**src/rtl/mux81_pkg.sv**
```systemverilog
// Shared definitions for the 8-way round-robin arbiter and its 8:1 mux.
// The arbiter context (FSM state plus rotation pointer) is kept in one packed
// struct so checkers can bind to a single register.
package mux81_pkg;

    localparam int N_REQ = 8;
    localparam int SEL_W = 3;

    typedef enum logic {
        IDLE  = 1'b0,
        GRANT = 1'b1
    } arb_state_e;

    typedef struct packed {
        arb_state_e        state;
        logic [SEL_W-1:0]  ptr;
    } arb_ctx_t;

endpackage

```
**src/rtl/mux81_bh.sv**
```systemverilog
// Behavioural 8:1 single-bit multiplexer: o_y = i_data[i_sel].
module mux81_bh
    import mux81_pkg::*;
(
    input  logic [N_REQ-1:0] i_data,
    input  logic [SEL_W-1:0] i_sel,
    output logic             o_y
);

    // Plain indexed select; no registers.
    always_comb begin
        o_y = i_data[i_sel];
    end

endmodule

```
**src/rtl/mux81_rr_arb.sv**
```systemverilog
// Round-robin arbiter for 8 requesters sharing one 8:1 mux.
// Optional feature macro: MUX81_ARB_TIMEOUT_EN -- when defined, a grant held
// for TIMEOUT_CYCLES consecutive cycles is forcibly released and the timeout
// output pulses for one cycle. When undefined there is no hold counter and
// timeout is tied low; the port list is identical in both builds.
//
// Handshake: req[k] is a level request. A grant is given one cycle after the
// arbiter sees any request while idle, and is held until the owner drops its
// request (or is forced off). Every release is followed by one idle cycle
// before the next grant, so gnt is never handed over back-to-back.
module mux81_rr_arb
    import mux81_pkg::*;
#(
    parameter int unsigned TIMEOUT_CYCLES = 16
) (
    input  logic       clk,
    input  logic       rst_n,
    input  logic [7:0] req,
    input  logic [7:0] i,
    output logic [7:0] gnt,
    output logic [2:0] s,
    output logic       busy,
    output logic       y,
    output logic       timeout
);

    arb_ctx_t         r_ctx;
    arb_ctx_t         w_ctx_nxt;
    logic [N_REQ-1:0] r_gnt;
    logic [N_REQ-1:0] w_gnt_nxt;
    logic [SEL_W-1:0] r_s;
    logic [SEL_W-1:0] w_s_nxt;
    logic             r_busy;
    logic             w_busy_nxt;
    logic [SEL_W-1:0] w_pick;
    logic             w_release;
    logic             w_force;
    logic             w_mux_y;

    // Rotating priority: first requester found scanning ptr, ptr+1, ... mod 8.
    // Scanning from the farthest offset down lets the nearest one win last.
    function automatic logic [SEL_W-1:0] rr_pick(
        input logic [N_REQ-1:0] req_v,
        input logic [SEL_W-1:0] ptr_v
    );
        logic [SEL_W-1:0] idx;
        rr_pick = ptr_v;
        for (int off = N_REQ - 1; off >= 0; off--) begin
            idx = ptr_v + SEL_W'(off);
            if (req_v[idx]) begin
                rr_pick = idx;
            end
        end
    endfunction

    assign w_pick    = rr_pick(req, r_ctx.ptr);
    assign w_release = (r_ctx.state == GRANT) && !req[r_s];

`ifdef MUX81_ARB_TIMEOUT_EN
    localparam int unsigned CNT_W = $clog2(TIMEOUT_CYCLES + 1);

    logic [CNT_W-1:0] r_cnt;
    logic             r_timeout;

    // Counter holds the number of cycles the current grant has been visible.
    assign w_force = (r_ctx.state == GRANT) && req[r_s] &&
                     (r_cnt == CNT_W'(TIMEOUT_CYCLES));

    // Hold counter and one-cycle timeout pulse, aligned with the idle cycle.
    always_ff @(posedge clk) begin
        if (!rst_n) begin
            r_cnt     <= '0;
            r_timeout <= 1'b0;
        end else begin
            r_timeout <= w_force;
            if (w_ctx_nxt.state == GRANT) begin
                r_cnt <= (r_ctx.state == GRANT) ? r_cnt + CNT_W'(1) : CNT_W'(1);
            end else begin
                r_cnt <= '0;
            end
        end
    end

    assign timeout = r_timeout;
`else
    logic w_unused_cfg;

    assign w_unused_cfg = (TIMEOUT_CYCLES == 0);
    assign w_force      = 1'b0;
    assign timeout      = 1'b0;
`endif

    // State register plus registered grant outputs.
    always_ff @(posedge clk) begin
        if (!rst_n) begin
            r_ctx.state <= IDLE;
            r_ctx.ptr   <= '0;
            r_gnt       <= '0;
            r_s         <= '0;
            r_busy      <= 1'b0;
        end else begin
            r_ctx  <= w_ctx_nxt;
            r_gnt  <= w_gnt_nxt;
            r_s    <= w_s_nxt;
            r_busy <= w_busy_nxt;
        end
    end

    // Next state: grant on any request, release on owner drop or forced timeout.
    always_comb begin
        w_ctx_nxt = r_ctx;
        case (r_ctx.state)
            IDLE: begin
                if (|req) begin
                    w_ctx_nxt.state = GRANT;
                end
            end
            GRANT: begin
                if (w_release || w_force) begin
                    w_ctx_nxt.state = IDLE;
                    w_ctx_nxt.ptr   = r_s + SEL_W'(1);
                end
            end
        endcase
    end

    // Next grant outputs; s is held whenever no grant is active.
    always_comb begin
        w_gnt_nxt  = r_gnt;
        w_s_nxt    = r_s;
        w_busy_nxt = r_busy;
        case (r_ctx.state)
            IDLE: begin
                if (|req) begin
                    w_gnt_nxt  = N_REQ'(1) << w_pick;
                    w_s_nxt    = w_pick;
                    w_busy_nxt = 1'b1;
                end else begin
                    w_gnt_nxt  = '0;
                    w_busy_nxt = 1'b0;
                end
            end
            GRANT: begin
                if (w_release || w_force) begin
                    w_gnt_nxt  = '0;
                    w_busy_nxt = 1'b0;
                end
            end
        endcase
    end

    mux81_bh u_mux (
        .i_data (i),
        .i_sel  (r_s),
        .o_y    (w_mux_y)
    );

    assign gnt  = r_gnt;
    assign s    = r_s;
    assign busy = r_busy;
    assign y    = w_mux_y & r_busy;

endmodule

```
**config.mk**
```make
export PLATFORM = sky130hd
export DESIGN_NAME = mux81_rr_arb
export DESIGN_NICKNAME = d
export VERILOG_FILES = /design/src/rtl/mux81_pkg.sv /design/src/rtl/mux81_bh.sv /design/src/rtl/mux81_rr_arb.sv
export SDC_FILE = /design/constraint.sdc
export NUM_CORES = 1
export LEC_CHECK = 0
export ABC_AREA = 0
export BUFFER_PORTS_ARGS = -buffer_cell sky130_fd_sc_hd__buf_4
export CAP_MARGIN = 20
export CORE_MARGIN = 2
export CORE_UTILIZATION = 55
export DETAILED_ROUTE_END_ITERATION = 16
export PLACE_DENSITY_LB_ADDON = 0.15
export SYNTH_ARGS = -nofsm -noshare
export SYNTH_HDL_FRONTEND = slang
export SYNTH_HIERARCHICAL = 1
export SYNTH_SLANG_ARGS = --single-unit
```
**constraint.sdc**
```tcl
create_clock -name clk -period 4.47 [get_ports clk]
set_input_delay 0.2235 -clock clk [delete_from_list [all_inputs] [get_ports clk]]
set_output_delay 0.2235 -clock clk [all_outputs]
set_load 0.01 [all_outputs]
```
Word level (Yosys, flattened, before mapping)
Cells that the tools add are included.

word-level totals
  bits of input ports = 18
  flip-flop bits (word level) = 16
  logic and storage cells = 67
  output and inout port bits = 14

operators by class
  bitwise operators = 2
  shift-type cells = 1
  add/sub/neg operators = 8
  eq/ne operators = 1
  reduce and logical (&&, ||, !) cells = 5
  multiplexer cells = 36
  $lt $le $gt $ge = 9

operator list
  kind                                                                      count
  3-bit by 4-bit < comparator with 1-bit output (second input constant)     9
  1-bit binary-select mux with 3-bit select                                 10
  3-bit 2-to-1 mux                                                          8
  8-bit 2-to-1 mux                                                          2
  8-bit case mux with 2 select lines                                        1
  3-bit adder (second input constant)                                       4
  1-bit 2-to-1 mux                                                          12
  8-bit OR reduction                                                        1
  1-bit by 3-bit left shift with 8-bit output (first input constant)        1
  3-bit by 1-bit adder with 3-bit output (second input constant)            2
  3-bit by 2-bit adder with 3-bit output (second input constant)            2
  4-bit 2-to-1 mux                                                          1
  1-bit case mux with 2 select lines                                        2
  2-bit AND reduction                                                       2
  2-bit by 1-bit inequality test with 1-bit output (second input constant)  1
  1-bit AND                                                                 1
  1-bit logical AND                                                         1
  1-bit logical NOT                                                         1
  1-bit inverter                                                            1

Longest topological paths before layout
  depth after elaboration = 14
  gate-level depth with buffers = 12
  depth with buffers taken out = 9

Cells and area by module
Netlist, hierarchy kept.

by module, submodules not included
  module        area each (sq um)  cells an instance  instances  sequential area each (sq um)
  mux81_rr_arb  1,565.3            154                1          320.3
  mux81_bh      63.8               3                  1          0.0

Worst setup path before layout
No wires, ideal clock.

  kind = register to register
  from = register r_ctx[1] in the netlist's numbering
  to = register r_gnt[4] (netlist: gnt[4])
  library setup time = 117 ps
  period minus slack after synthesis = 3,388 ps
  required time = 4,353 ps
  path buffers = 3
  setup slack = 1,082 ps
  cell stages (with the launch flop) = 13
  arrival = 3,271 ps
  cells stage by stage = dfxtp_1 clkbuf_1 buf_2 inv_1 ha_1 clkbuf_1 mux4_2 and2_4 a2111oi_4 o32ai_2 a221oi_4 nor2_1 a32o_1

on the way
  cells in the longest elaborated chain, start to end = 14
  elaborated cells between the ends (all ways) = 34
  classes of those cells = 7 x add/sub; 1 x shift; 26 x mux

RTL lines
  item                                           line                 RTL
  from (decl)                                    mux81_rr_arb.sv:27   arb_ctx_t r_ctx;
  from (signal assigned)                         mux81_rr_arb.sv:102  r_ctx <= w_ctx_nxt;
  3-bit adder                                    mux81_rr_arb.sv:49   idx = ptr_v + SEL_W'(off);
  1-bit binary-select mux with 3-bit select      mux81_rr_arb.sv:50   if (req_v[idx]) begin
  1-bit 2-to-1 mux (not written as such)         mux81_rr_arb.sv:50
  3-bit 2-to-1 mux (7 in a row)                  mux81_rr_arb.sv:50
  3-bit 2-to-1 mux *                             mux81_rr_arb.sv:50
  1-bit by 3-bit left shift with 8-bit output *  mux81_rr_arb.sv:135  w_gnt_nxt = N_REQ'(1) << w_pick;
  8-bit 2-to-1 mux *                             mux81_rr_arb.sv:134  if (|req) begin
  8-bit case mux with 2 select lines *           mux81_rr_arb.sv:132  case (r_ctx.state)
  to (signal assigned)                           mux81_rr_arb.sv:103  r_gnt <= w_gnt_nxt;
  to (decl)                                      mux81_rr_arb.sv:29   logic [N_REQ-1:0] r_gnt;

Mark *: on every way between the ends. The rest lies on a longest branch, timed or not. The select of a mux whose other input is x is not followed.
A chain may end at the register's enable or synchronous reset.

Worst setup path in the final report
  from = register r_ctx[0] in the netlist's numbering
  to = register r_gnt[4] (netlist: gnt[4])

The elaborated chain is that of the path after synthesis.

==> run metrics <==
Final Hold Vio Count 0; clock tree buffer depth 2; largest clock skew in the final design 0.000398 ns; flop2flop setup slack 0.77 ns; count of instances resized after the clock tree is built 0; number of flops mapped to enable cells by yosys 0; Critical Path Slowest Stage Cell sky130_fd_sc_hd__dfxtp_1; endpoints failing setup 0; Slew @ Worst Pin 0.835 ns; critical-path maximum fanout 20; 1st-iter DRT viols 83; startpoint of the lowest-slack register-to-register path r_ctx[0]; wire per inst between 15 and 20 µm; number of hold-repair buffers added at the cts stage 0; total power divided by cell area 436 nW/µm²; max-slew violation count 0; top_reg_cell synth sky130_fd_sc_hd__dfxtp_1; placed cell area 1850 µm²; cell area after synthesis 1630 µm²; cell types occupying the most area after synthesis sky130_fd_sc_hd__dfxtp_1 (20%), sky130_fd_sc_hd__mux4_1 (11%), sky130_fd_sc_hd__mux4_2 (11%); postcts setup bufs 0; critical path class reg -> reg; number of buffer cells added on primary ports 30; critical path required time approximately 4.7 ns; Buf/Inv on CP 1; worst skew pair latency between 0.2 and 0.3 ns; Die Y a little under 60 µm; number of global-route vias before repair 1,316; number of synthesis warnings 6; DRT antenna net count 0; worst max-slew margin expressed relative to the limit 44.3%; period utilisation layout 82.9%; delay of the slowest cell on the worst path 0.87 ns; number of nets in the synthesized netlist about 180; DR vias/cell 6.86; outcome finished, final reports clean; via count roughly 1,500; global-route congestion overflow total 0; CTS tree built; First-pass DRT Iterations 4; largest net degree at the start of global routing 21; total of flip-flops plus latches after synthesis 16; HP Start rst_n; Synth top area share 19.7%; share of synthesized registers carrying an async set or reset 0%; ratio of cells with drive above 1 in the final layout 32.6%; Die W 58.4 µm; RSZ-0062 raised after global routing false; detailed-placement wirelength estimate 2.80 mm; final-layout setup total negative slack 0 ns; global placement routability congestion 0.942; H-tree levels 1; cell class contributing the biggest share of worst-path delay multiplexers; max-cap violations 0; CTS clock-pin slew for the worst setup and hold paths roughly 0.08 ns; Layout Cell Area excl Fill roughly 1900 µm²; Hold EP s[2]; Area growth syn-to-layout 14.9%; post-layout min period between 3 and 4 ns; Site Rows 19; pre-CTS setup slack 0.847 ns; clock sinks 16; number of remaining DRC errors 0; final routed wirelength across all metal layers 3.67 mm; leakage 0.747 nW; antenna diode count 0; first-pass GRT wire length 6.04 mm; clk root buf sky130_fd_sc_hd__clkbuf_4; launching element type of the critical path register; part of the Yosys area used for sequential elements between 10% and 20%; worst-case setup margin in the final layout around 0.77 ns; DIE AREA 3410 µm²; Critical R2R Capture gnt[4]; global-route total usage across every layer 22.8%; starting density of the core 58.6%; cell-by-cell trace of the critical path inv_1 > ha_1 > mux4_2 > mux2i_1 > nor2b_1 > a311o_1 > a21oi_2 > xnor2_1 > a32o_1; syn avg cell area 10.4 µm²; number of cells produced by synthesis 157; maximum achievable frequency 0.270 GHz; number of cell instances on the worst register-to-register path 9; worst min path class in -> reg; boundary pin count 32; most common cell after layout, fill and taps aside sky130_fd_sc_hd__buf_4; Worst Path Arrival approximately 3.9 ns; leading cell types in the layout, fill and taps excluded sky130_fd_sc_hd__buf_4 (31), sky130_fd_sc_hd__dfxtp_1 (16), sky130_fd_sc_hd__nand2_1 (11), sky130_fd_sc_hd__a21oi_1 (11), sky130_fd_sc_hd__mux2i_1 (11); Netlist cell types 56; nature of the critical path endpoint register; layout net count ~200; cell depth of the worst hold path 3; leading area contributor after synthesis sky130_fd_sc_hd__dfxtp_1; worst voltage drop across the vdd grid 356 µV; number of buffers created by CTS 3; area inside the core boundary 2780 µm²; initial antenna violation count 0
## metrics by stage
stage / hold slack (ns) / instances / util, % / power (mW)
global placement: 0.438 / 209 / 66.5 / 0.727
detailed placement: 0.441 / 209 / 66.5 / 0.738
global route: 0.230 / 212 / 67.3 / 0.871
floorplan: 0.362 / 157 / - / 0.613
finish: 0.207 / 212 / 67.3 / 0.816
CTS: 0.202 / 212 / 67.3 / 0.813
## cell type report
cell class	count	area [µm²]
multi-input combinational	124	1230
fill	223	910
sequential	16	320
timing repair buffer	31	233
tap	31	38.8
inverter	7	26.3
clock buffer	3	22.5
## cell usage after synthesis, drive strengths merged, types with 2 or more instances
cell    number
mux2i       11
a32oi        2
clkbuf       5
mux2         5
a311oi       2
ha           3
a31oi        2
dfxtp       16
o31ai        5
inv          7
nand2b       2
nor4         2
o211ai       2
buf          5
mux4        15
nor3b        2
a221oi       3
and2         2
a21boi       2
a32o         4
nor2         6
o21ai        2
xnor2        5
nand2       11
a21oi       13
nand3        2
nor3         2
## cells by family (layout without fill, tap and decap cells)
group | Yosys count | after routing | share of synthesized area (%)
AO/OA/AOI/OAI | 49 | 49 | 25.6
buffers and inverters | 17 | 41 | 4.76
other | 1 | 1 | 0.230
XOR/XNOR | 6 | 6 | 3.23
AND/OR/NAND/NOR | 34 | 34 | 11.7
flip-flops | 16 | 16 | 19.7
adder cells (fa/ha/maj) | 3 | 3 | 2.30
multiplexers | 31 | 31 | 32.6
## registers in the layout, summed over array words and instances (netlist names)
signal and count:
busy 1, gnt 8, r_ctx 4, s 3
## worst min-delay path, stage by stage
cell and delay, ns:
sky130_fd_sc_hd__buf_4 0.13, sky130_fd_sc_hd__o21ai_0 0.06, sky130_fd_sc_hd__a21oi_1 0.04
## report_power, final
| part | leakage [nW] | switching, mW | internal [mW] |
|---|---|---|---|
| sequential | 0.131 | 0.0449 | 0.170 |
| clock | 0.0138 | 0.0433 | 0.0314 |
| combinational | 0.602 | 0.278 | 0.249 |
| total | 0.747 | 0.366 | 0.450 |
## per-layer routing
layer / wire [µm] / share of wire (%) / GRT usage, %
met3: 239 / 6.5 / 3.96
met5: 0 / 0 / 0
met1: 1640 / 45 / 30.7
met4: 51 / 1.4 / 5.32
met2: 1740 / 47 / 38.4
## worst max-delay path by stage
stage	start	to	slack [ns]	depth (start not counted)
final	r_ctx[0]	gnt[4]	0.77	9
after global routing	r_ctx[0]	s[0]	0.53	9
after CTS	r_ctx[0]	gnt[1]	0.84	9
after detailed placement	r_ctx[0]	s[0]	0.85	9
after global placement	r_ctx[0]	gnt[1]	0.92	9
after floorplan	r_ctx[1]	gnt[4]	1.08	12
No activity file was read; power rests on OpenSTA's default activity.
